**config.mk**
```make
export PLATFORM = sky130hd
export DESIGN_NAME = mem_arbiter
export DESIGN_NICKNAME = d
export VERILOG_FILES = /design/src/rtl/mem_arbiter_pkg.sv /design/src/rtl/mem_arbiter.sv
export SDC_FILE = /design/constraint.sdc
export NUM_CORES = 1
export LEC_CHECK = 0
export ABC_AREA = 1
export CORE_MARGIN = 2
export CORE_UTILIZATION = 50
export DETAILED_ROUTE_END_ITERATION = 10
export MAX_ROUTING_LAYER = met4
export PLACE_DENSITY = 0.82
export SETUP_SLACK_MARGIN = 0.15
export SLEW_MARGIN = 20
export SYNTH_ARGS = -nofsm -noshare
export SYNTH_HDL_FRONTEND = slang
export SYNTH_SLANG_ARGS = --single-unit
```
**constraint.sdc**
```tcl
create_clock -name clk -period 2.3 [get_ports clk]
set_input_delay 0.345 -clock clk [delete_from_list [all_inputs] [get_ports clk]]
set_output_delay 0.345 -clock clk [all_outputs]
set_load 0.01 [all_outputs]
```
**src/rtl/mem_arbiter_pkg.sv**
```systemverilog
// Shared definitions for the unified-RAM arbiter: FSM states, byte bus type,
// beat count, requester identifiers and byte-lane helpers.
package mem_arbiter_pkg;

    // Arbiter FSM states
    typedef enum logic [1:0] {
        ST_IDLE  = 2'd0,
        ST_BEAT  = 2'd1,
        ST_DRAIN = 2'd2
    } state_e;

    // One byte on the RAM data bus
    typedef logic [7:0] byte_bus_t;

    // Bytes per word access
    localparam int NUM_BEATS = 4;

    // Requester identifiers latched at grant time
    localparam logic REQ_IF  = 1'b0;
    localparam logic REQ_MEM = 1'b1;

    // Extract little-endian byte lane k from a word
    function automatic byte_bus_t get_byte(input logic [31:0] word, input logic [1:0] k);
        byte_bus_t b;
        case (k)
            2'd0:    b = word[7:0];
            2'd1:    b = word[15:8];
            2'd2:    b = word[23:16];
            default: b = word[31:24];
        endcase
        return b;
    endfunction

    // Replace little-endian byte lane k of a word
    function automatic logic [31:0] put_byte(input logic [31:0] word, input logic [1:0] k,
                                             input byte_bus_t b);
        logic [31:0] w;
        w = word;
        case (k)
            2'd0:    w[7:0]   = b;
            2'd1:    w[15:8]  = b;
            2'd2:    w[23:16] = b;
            default: w[31:24] = b;
        endcase
        return w;
    endfunction

endpackage

```
**src/rtl/mem_arbiter.sv**
```systemverilog
// Arbiter sharing one byte-wide synchronous RAM port between instruction
// fetch and the MEM stage. Each 32-bit access is four little-endian byte
// beats; reads take one extra DRAIN cycle to collect the last byte, which
// arrives one cycle after its address. MEM wins ties; a requester whose
// done pulse is high this cycle is not re-granted.
module mem_arbiter
    import mem_arbiter_pkg::*;
#(
    parameter int ADDR_W = 32,
    parameter int BEATS  = NUM_BEATS
) (
    input  logic              clk,
    input  logic              rst,
    // Instruction fetch side
    input  logic              if_req_i,
    input  logic [ADDR_W-1:0] if_addr_i,
    output logic [31:0]       if_data_o,
    output logic              if_done_o,
    // MEM stage side
    input  logic              mem_req_i,
    input  logic              mem_we_i,
    input  logic [ADDR_W-1:0] mem_addr_i,
    input  logic [31:0]       mem_data_i,
    input  logic [3:0]        mem_byte_selected_i,
    output logic [31:0]       mem_data_o,
    output logic              mem_done_o,
    // External RAM port
    output logic [ADDR_W-1:0] ram_addr_o,
    output logic [7:0]        ram_data_o,
    output logic              ram_we_o,
    input  logic [7:0]        ram_data_i,
    // Pipeline control
    output logic              stall_req_o
);

    // The beat counter and byte-lane helpers are two bits wide
    if (BEATS != 4) begin : g_beats_check
        $error("mem_arbiter supports only BEATS == 4");
    end

    localparam logic [1:0] LAST_BEAT = 2'(BEATS - 1);

    state_e            state_q,    state_d;
    logic [1:0]        beat_q,     beat_d;
    logic              req_id_q,   req_id_d;
    logic [ADDR_W-1:0] base_q,     base_d;
    logic              we_q,       we_d;
    logic [31:0]       wdata_q,    wdata_d;
    logic [3:0]        sel_q,      sel_d;
    logic [31:0]       data_q,     data_d;
    logic [31:0]       if_data_q,  if_data_d;
    logic [31:0]       mem_data_q, mem_data_d;
    logic              if_done_q,  if_done_d;
    logic              mem_done_q, mem_done_d;

    logic              xfer_done;
    logic [1:0]        cap_idx;
    logic              mem_eligible;
    logic              if_eligible;

    // A requester is eligible only while its own done pulse is low
    assign mem_eligible = mem_req_i & ~mem_done_q;
    assign if_eligible  = if_req_i  & ~if_done_q;

    // Lane of the byte returned this cycle: RAM answers one beat late
    assign cap_idx = beat_q - 2'd1;

    // Next-state: arbitration, beat sequencing, byte assembly, completion
    always_comb begin
        state_d    = state_q;
        beat_d     = beat_q;
        req_id_d   = req_id_q;
        base_d     = base_q;
        we_d       = we_q;
        wdata_d    = wdata_q;
        sel_d      = sel_q;
        data_d     = data_q;
        if_data_d  = if_data_q;
        mem_data_d = mem_data_q;
        if_done_d  = 1'b0;
        mem_done_d = 1'b0;
        xfer_done  = 1'b0;

        case (state_q)
            ST_IDLE: begin
                beat_d = 2'd0;
                if (mem_eligible) begin
                    state_d  = ST_BEAT;
                    req_id_d = REQ_MEM;
                    base_d   = mem_addr_i;
                    we_d     = mem_we_i;
                    wdata_d  = mem_data_i;
                    sel_d    = mem_byte_selected_i;
                    data_d   = 32'd0;
                end else if (if_eligible) begin
                    state_d  = ST_BEAT;
                    req_id_d = REQ_IF;
                    base_d   = if_addr_i;
                    we_d     = 1'b0;
                    wdata_d  = 32'd0;
                    sel_d    = 4'd0;
                    data_d   = 32'd0;
                end
            end

            ST_BEAT: begin
                // Collect the byte addressed in the previous beat
                if (!we_q && beat_q != 2'd0) begin
                    data_d = put_byte(data_q, cap_idx, ram_data_i);
                end
                if (beat_q == LAST_BEAT) begin
                    beat_d = 2'd0;
                    if (we_q) begin
                        state_d   = ST_IDLE;
                        xfer_done = 1'b1;
                    end else begin
                        state_d = ST_DRAIN;
                    end
                end else begin
                    beat_d = beat_q + 2'd1;
                end
            end

            ST_DRAIN: begin
                // Last byte of a read arrives here
                data_d    = put_byte(data_q, LAST_BEAT, ram_data_i);
                state_d   = ST_IDLE;
                beat_d    = 2'd0;
                xfer_done = 1'b1;
            end

            default: begin
                state_d = ST_IDLE;
                beat_d  = 2'd0;
            end
        endcase

        // Pulse the owner's done and publish read data on its port
        if (xfer_done) begin
            if (req_id_q == REQ_MEM) begin
                mem_done_d = 1'b1;
                if (!we_q) begin
                    mem_data_d = data_d;
                end
            end else begin
                if_done_d = 1'b1;
                if_data_d = data_d;
            end
        end
    end

    // RAM port drive: active only during beats, parked at zero otherwise
    always_comb begin
        ram_addr_o = '0;
        ram_data_o = 8'd0;
        ram_we_o   = 1'b0;
        if (state_q == ST_BEAT) begin
            ram_addr_o = base_q + {{(ADDR_W-2){1'b0}}, beat_q};
            if (we_q) begin
                ram_data_o = get_byte(wdata_q, beat_q);
                ram_we_o   = sel_q[beat_q];
            end
        end
    end

    // State registers; reset abandons any transfer in flight
    always_ff @(posedge clk or negedge rst) begin
        if (!rst) begin
            state_q    <= ST_IDLE;
            beat_q     <= 2'd0;
            req_id_q   <= REQ_IF;
            base_q     <= '0;
            we_q       <= 1'b0;
            wdata_q    <= 32'd0;
            sel_q      <= 4'd0;
            data_q     <= 32'd0;
            if_data_q  <= 32'd0;
            mem_data_q <= 32'd0;
            if_done_q  <= 1'b0;
            mem_done_q <= 1'b0;
        end else begin
            state_q    <= state_d;
            beat_q     <= beat_d;
            req_id_q   <= req_id_d;
            base_q     <= base_d;
            we_q       <= we_d;
            wdata_q    <= wdata_d;
            sel_q      <= sel_d;
            data_q     <= data_d;
            if_data_q  <= if_data_d;
            mem_data_q <= mem_data_d;
            if_done_q  <= if_done_d;
            mem_done_q <= mem_done_d;
        end
    end

    assign if_data_o   = if_data_q;
    assign if_done_o   = if_done_q;
    assign mem_data_o  = mem_data_q;
    assign mem_done_o  = mem_done_q;

    // Stall drops in the same cycle as the matching done pulse
    assign stall_req_o = mem_eligible | if_eligible;

endmodule

```
==> out/results.tsv <==
metric	value	unit
Register Area	4310	um^2
GP Congestion	0.946	
CP Data Required Time	1960	ps
GRT Resource Usage Total	30.2	%
maxcap violations	0	
Syn-to-layout area delta	38.0	%
wire length per cell	16.3	um
minimum clock period	2400	ps
Comb power frac	45.9	%
HP Class	input port to async pin	
top cells by area, synth	dfrtp_1 49%, nand2_1 20%, inv_1 4.7%	
cts bufs inserted	17	
slew margin rel.	58.6	%
Slew Limit Fails	0	
area of the multi-input gates	3930	um^2
Port Buffers	220	
Mapped Area	8760	um^2
Yosys Warn Count	0	
CTS tree	yes	
leak pwr	6.05	nW
setup tns final	-899	ps
largest net degree at the start of global routing	63	
die span in x	136	um
#FFs+latches synth	172	
fmax	417	MHz
Critical Path Most Common Cell	nand3_2	
Antenna Nets Post-Route	0	
clk sinks	172	
Synth top cells by count	476 x nand2_1, 172 x dfrtp_1, 109 x inv_1, 109 x nor2_1, 54 x o21ai_0	
share of cells above drive strength 1	14.4	%
Setup Skew	13.5	ps
Setup crit end kind	output pin	
Boundary Pins	221	
vias in the first global route	8515	
drt pass-1 iters	5	
Die H	136	um
Sw Share	41.3	%
met3 wire len	1890	um
slowest CP cell	fa_2	
core area	17200	um^2
status	finished with violations	
sw power	6.28	mW
Top Layer Used	met4	
Final Hold Vio Count	0	
Power Dens Cells	1260	nW/um^2
layout net count	1527	
Clock Path Buffers	2	
CTS Root Cell	clkbuf_16	
final setup violation count	17	
share of the yosys chip area belonging to registers	49.1	%
Iter 0 DRT Violations	601	
CP Class	register to output pin	
Clock Pin Slew Worst Setup and Hold Paths	70	ps
slowest stage delay, CP	440	ps
Yosys cell types	31	
Critical Path Start Type	register	
Crit path arrival time	2050	ps
initial core utilization	50.8	%
DR DRC count	0	
Flop pwr share	35.5	%
Internal	8.91	mW
clock power share	18.5	%
setup slack at placement	-177	ps
initial antenna violation count	2	
most common cell in the netlist	nand2_1	
Avg Inst Size Synth	7.57	um^2
worst vdd ir	0.756	mV
RSZ-0062 raised after global routing	true	
number of fill cells	1368	
top-area cell type share of the netlist area	49.1	%
row cnt	48	
failing checks	negative setup slack	
worst skew pair latency	430	ps
first-pass GRT wire length	42900	um
GR Overflow Total	0	
dominant cell type by area after synthesis	dfrtp_1	
ys flop type	dfrtp_1	
post-synthesis cell count	1157	
full die area	18600	um^2
Design Power	15.2	mW
met2 WL post-DR	12700	um
H-Tree Depth	4	
Crit Path Max Fanout	4	
Via density	5.28	
fin crit share	104	%
Post-DP HPWL	18400	um
syn nets	1285	
worst path cell trace	buf_4 -> fa_2 -> nand3_2 -> inv_2 -> buf_6 -> nand3_2 -> nand2_1 -> nor2_1 -> buf_2	
DRT Wirelength	26800	um
number of synthesized flops with an enable pin	0	
Tightest Pin Transition	621	ps
worst setup margin	-95.9	ps
Final Util	70.1	%
wire length on met1	11300	um
Async S/R FF share, synth	100	%
Via Count	8647	
==> stage by stage <==
stage | std cells | instance area (um^2) | hold slack, ps
floorplan | 1157 | 8760 | 49.4
global placement | 1593 | 11300 | 370
detailed placement | 1593 | 11300 | 366
CTS | 1634 | 11900 | 462
global route | 1639 | 12100 | 468
finish | 1639 | 12100 | 460
==> sequential cells by signal (all words and copies together), names as in the netlist, 2 cells and up <==
name,cells
mem_data_o,32
sel_q,4
beat_q,2
base_q,32
wdata_q,32
data_q,32
if_data_o,32
state_q,2
==> cells in the final DEF (no fill, tap or decap), drive strengths merged, types with 2 or more instances in the layout <==
master         instances
clkinv                 7
nand2                482
clkbuf                18
o21ai                 56
xnor2                  3
nand3                 53
diode                  2
a31oi                 40
o22ai                  3
o211ai                24
buf                   93
a21oi                 21
nor2                 115
ha                    14
dfrtp                172
clkdlybuf4s50        178
inv                  120
xor2                   4
==> cell type report <==
class	instances	area share (%)
clock inverters	15	1.22
repair buffers	275	21.0
well taps	225	2.33
inverters	113	3.67
flip-flops and latches	172	35.7
diodes	2	0.0414
multi-input cells	820	32.6
clock buffers	17	3.52
==> power groups by stage <==
stage               logic, mW  registers [mW]  clock network (mW)
CTS                      6.69            5.34                2.84
finish                   6.98            5.40                2.81
global placement         6.48            5.32                   0
global route             7.68            5.55                2.96
detailed placement       6.64            5.34                   0
floorplan                3.38            5.35                   0
==> worst max-delay path, delay by kind of cell, from the launching register on <==
kind / cells / cell delay (ps)
fa+ha+maj: 1 / 440
buf+inv: 4 / 460
flops: 1 / 410
simple gates: 4 / 320
==> metal layers <==
layer | track usage, % | vias up
met5 | - | -
met1 | 38.8 | 4110
met4 | 12.3 | 0
met2 | 47.3 | 365
li1 | - | 4117
met3 | 5.59 | 55
==> what timing repair did <==
| action | 4_1_cts | 5_1_grt |
|---|---|---|
| hold buffers | 1 | 0 |
| setup endpoints to repair | 41 | 93 |
| setup buffers | 8 | 3 |
| pin swaps | 12 | 13 |
| gates cloned | 0 | 0 |
| resized for setup | 218 | 39 |
| endpoints found under the hold margin | 59 | 0 |
==> final timing paths <==
check                           slack [ps]                          to  cells after the start                       start
worst min register to register         480  mem_data_o[19]$_DFFE_PN0P_                      2  mem_data_o[19]$_DFFE_PN0P_
min in group clk                       470        sel_q[3]$_DFFE_PN0P_                      3      mem_byte_selected_i[3]
worst max-delay path                  -100              ram_addr_o[20]                      9         beat_q[1]$_DFF_PN0_
worst min-delay path                   460   if_data_o[29]$_DFFE_PN0P_                      2                         rst
worst max register to register         290  mem_data_o[27]$_DFFE_PN0P_                     11      state_q[1]$_DFFE_PN0P_
max in group asynchronous             1130       base_q[8]$_DFFE_PN0P_                      3                         rst
==> cell families (layout without fill, tap and decap cells) <==
group / after synthesis / count (layout) / synth area share [%]
adders and majority gates: 15 / 15 / 2.23
DFF: 172 / 172 / 49.1
AOI/OAI and AO/OA: 145 / 145 / 9.70
buffers and inverters: 165 / 420 / 8.53
xor gates and xnor gates: 7 / 7 / 0.700
other: 0 / 2 / 0
and+or+nand+nor: 653 / 653 / 29.7
No activity file was read; power rests on OpenSTA's default activity.
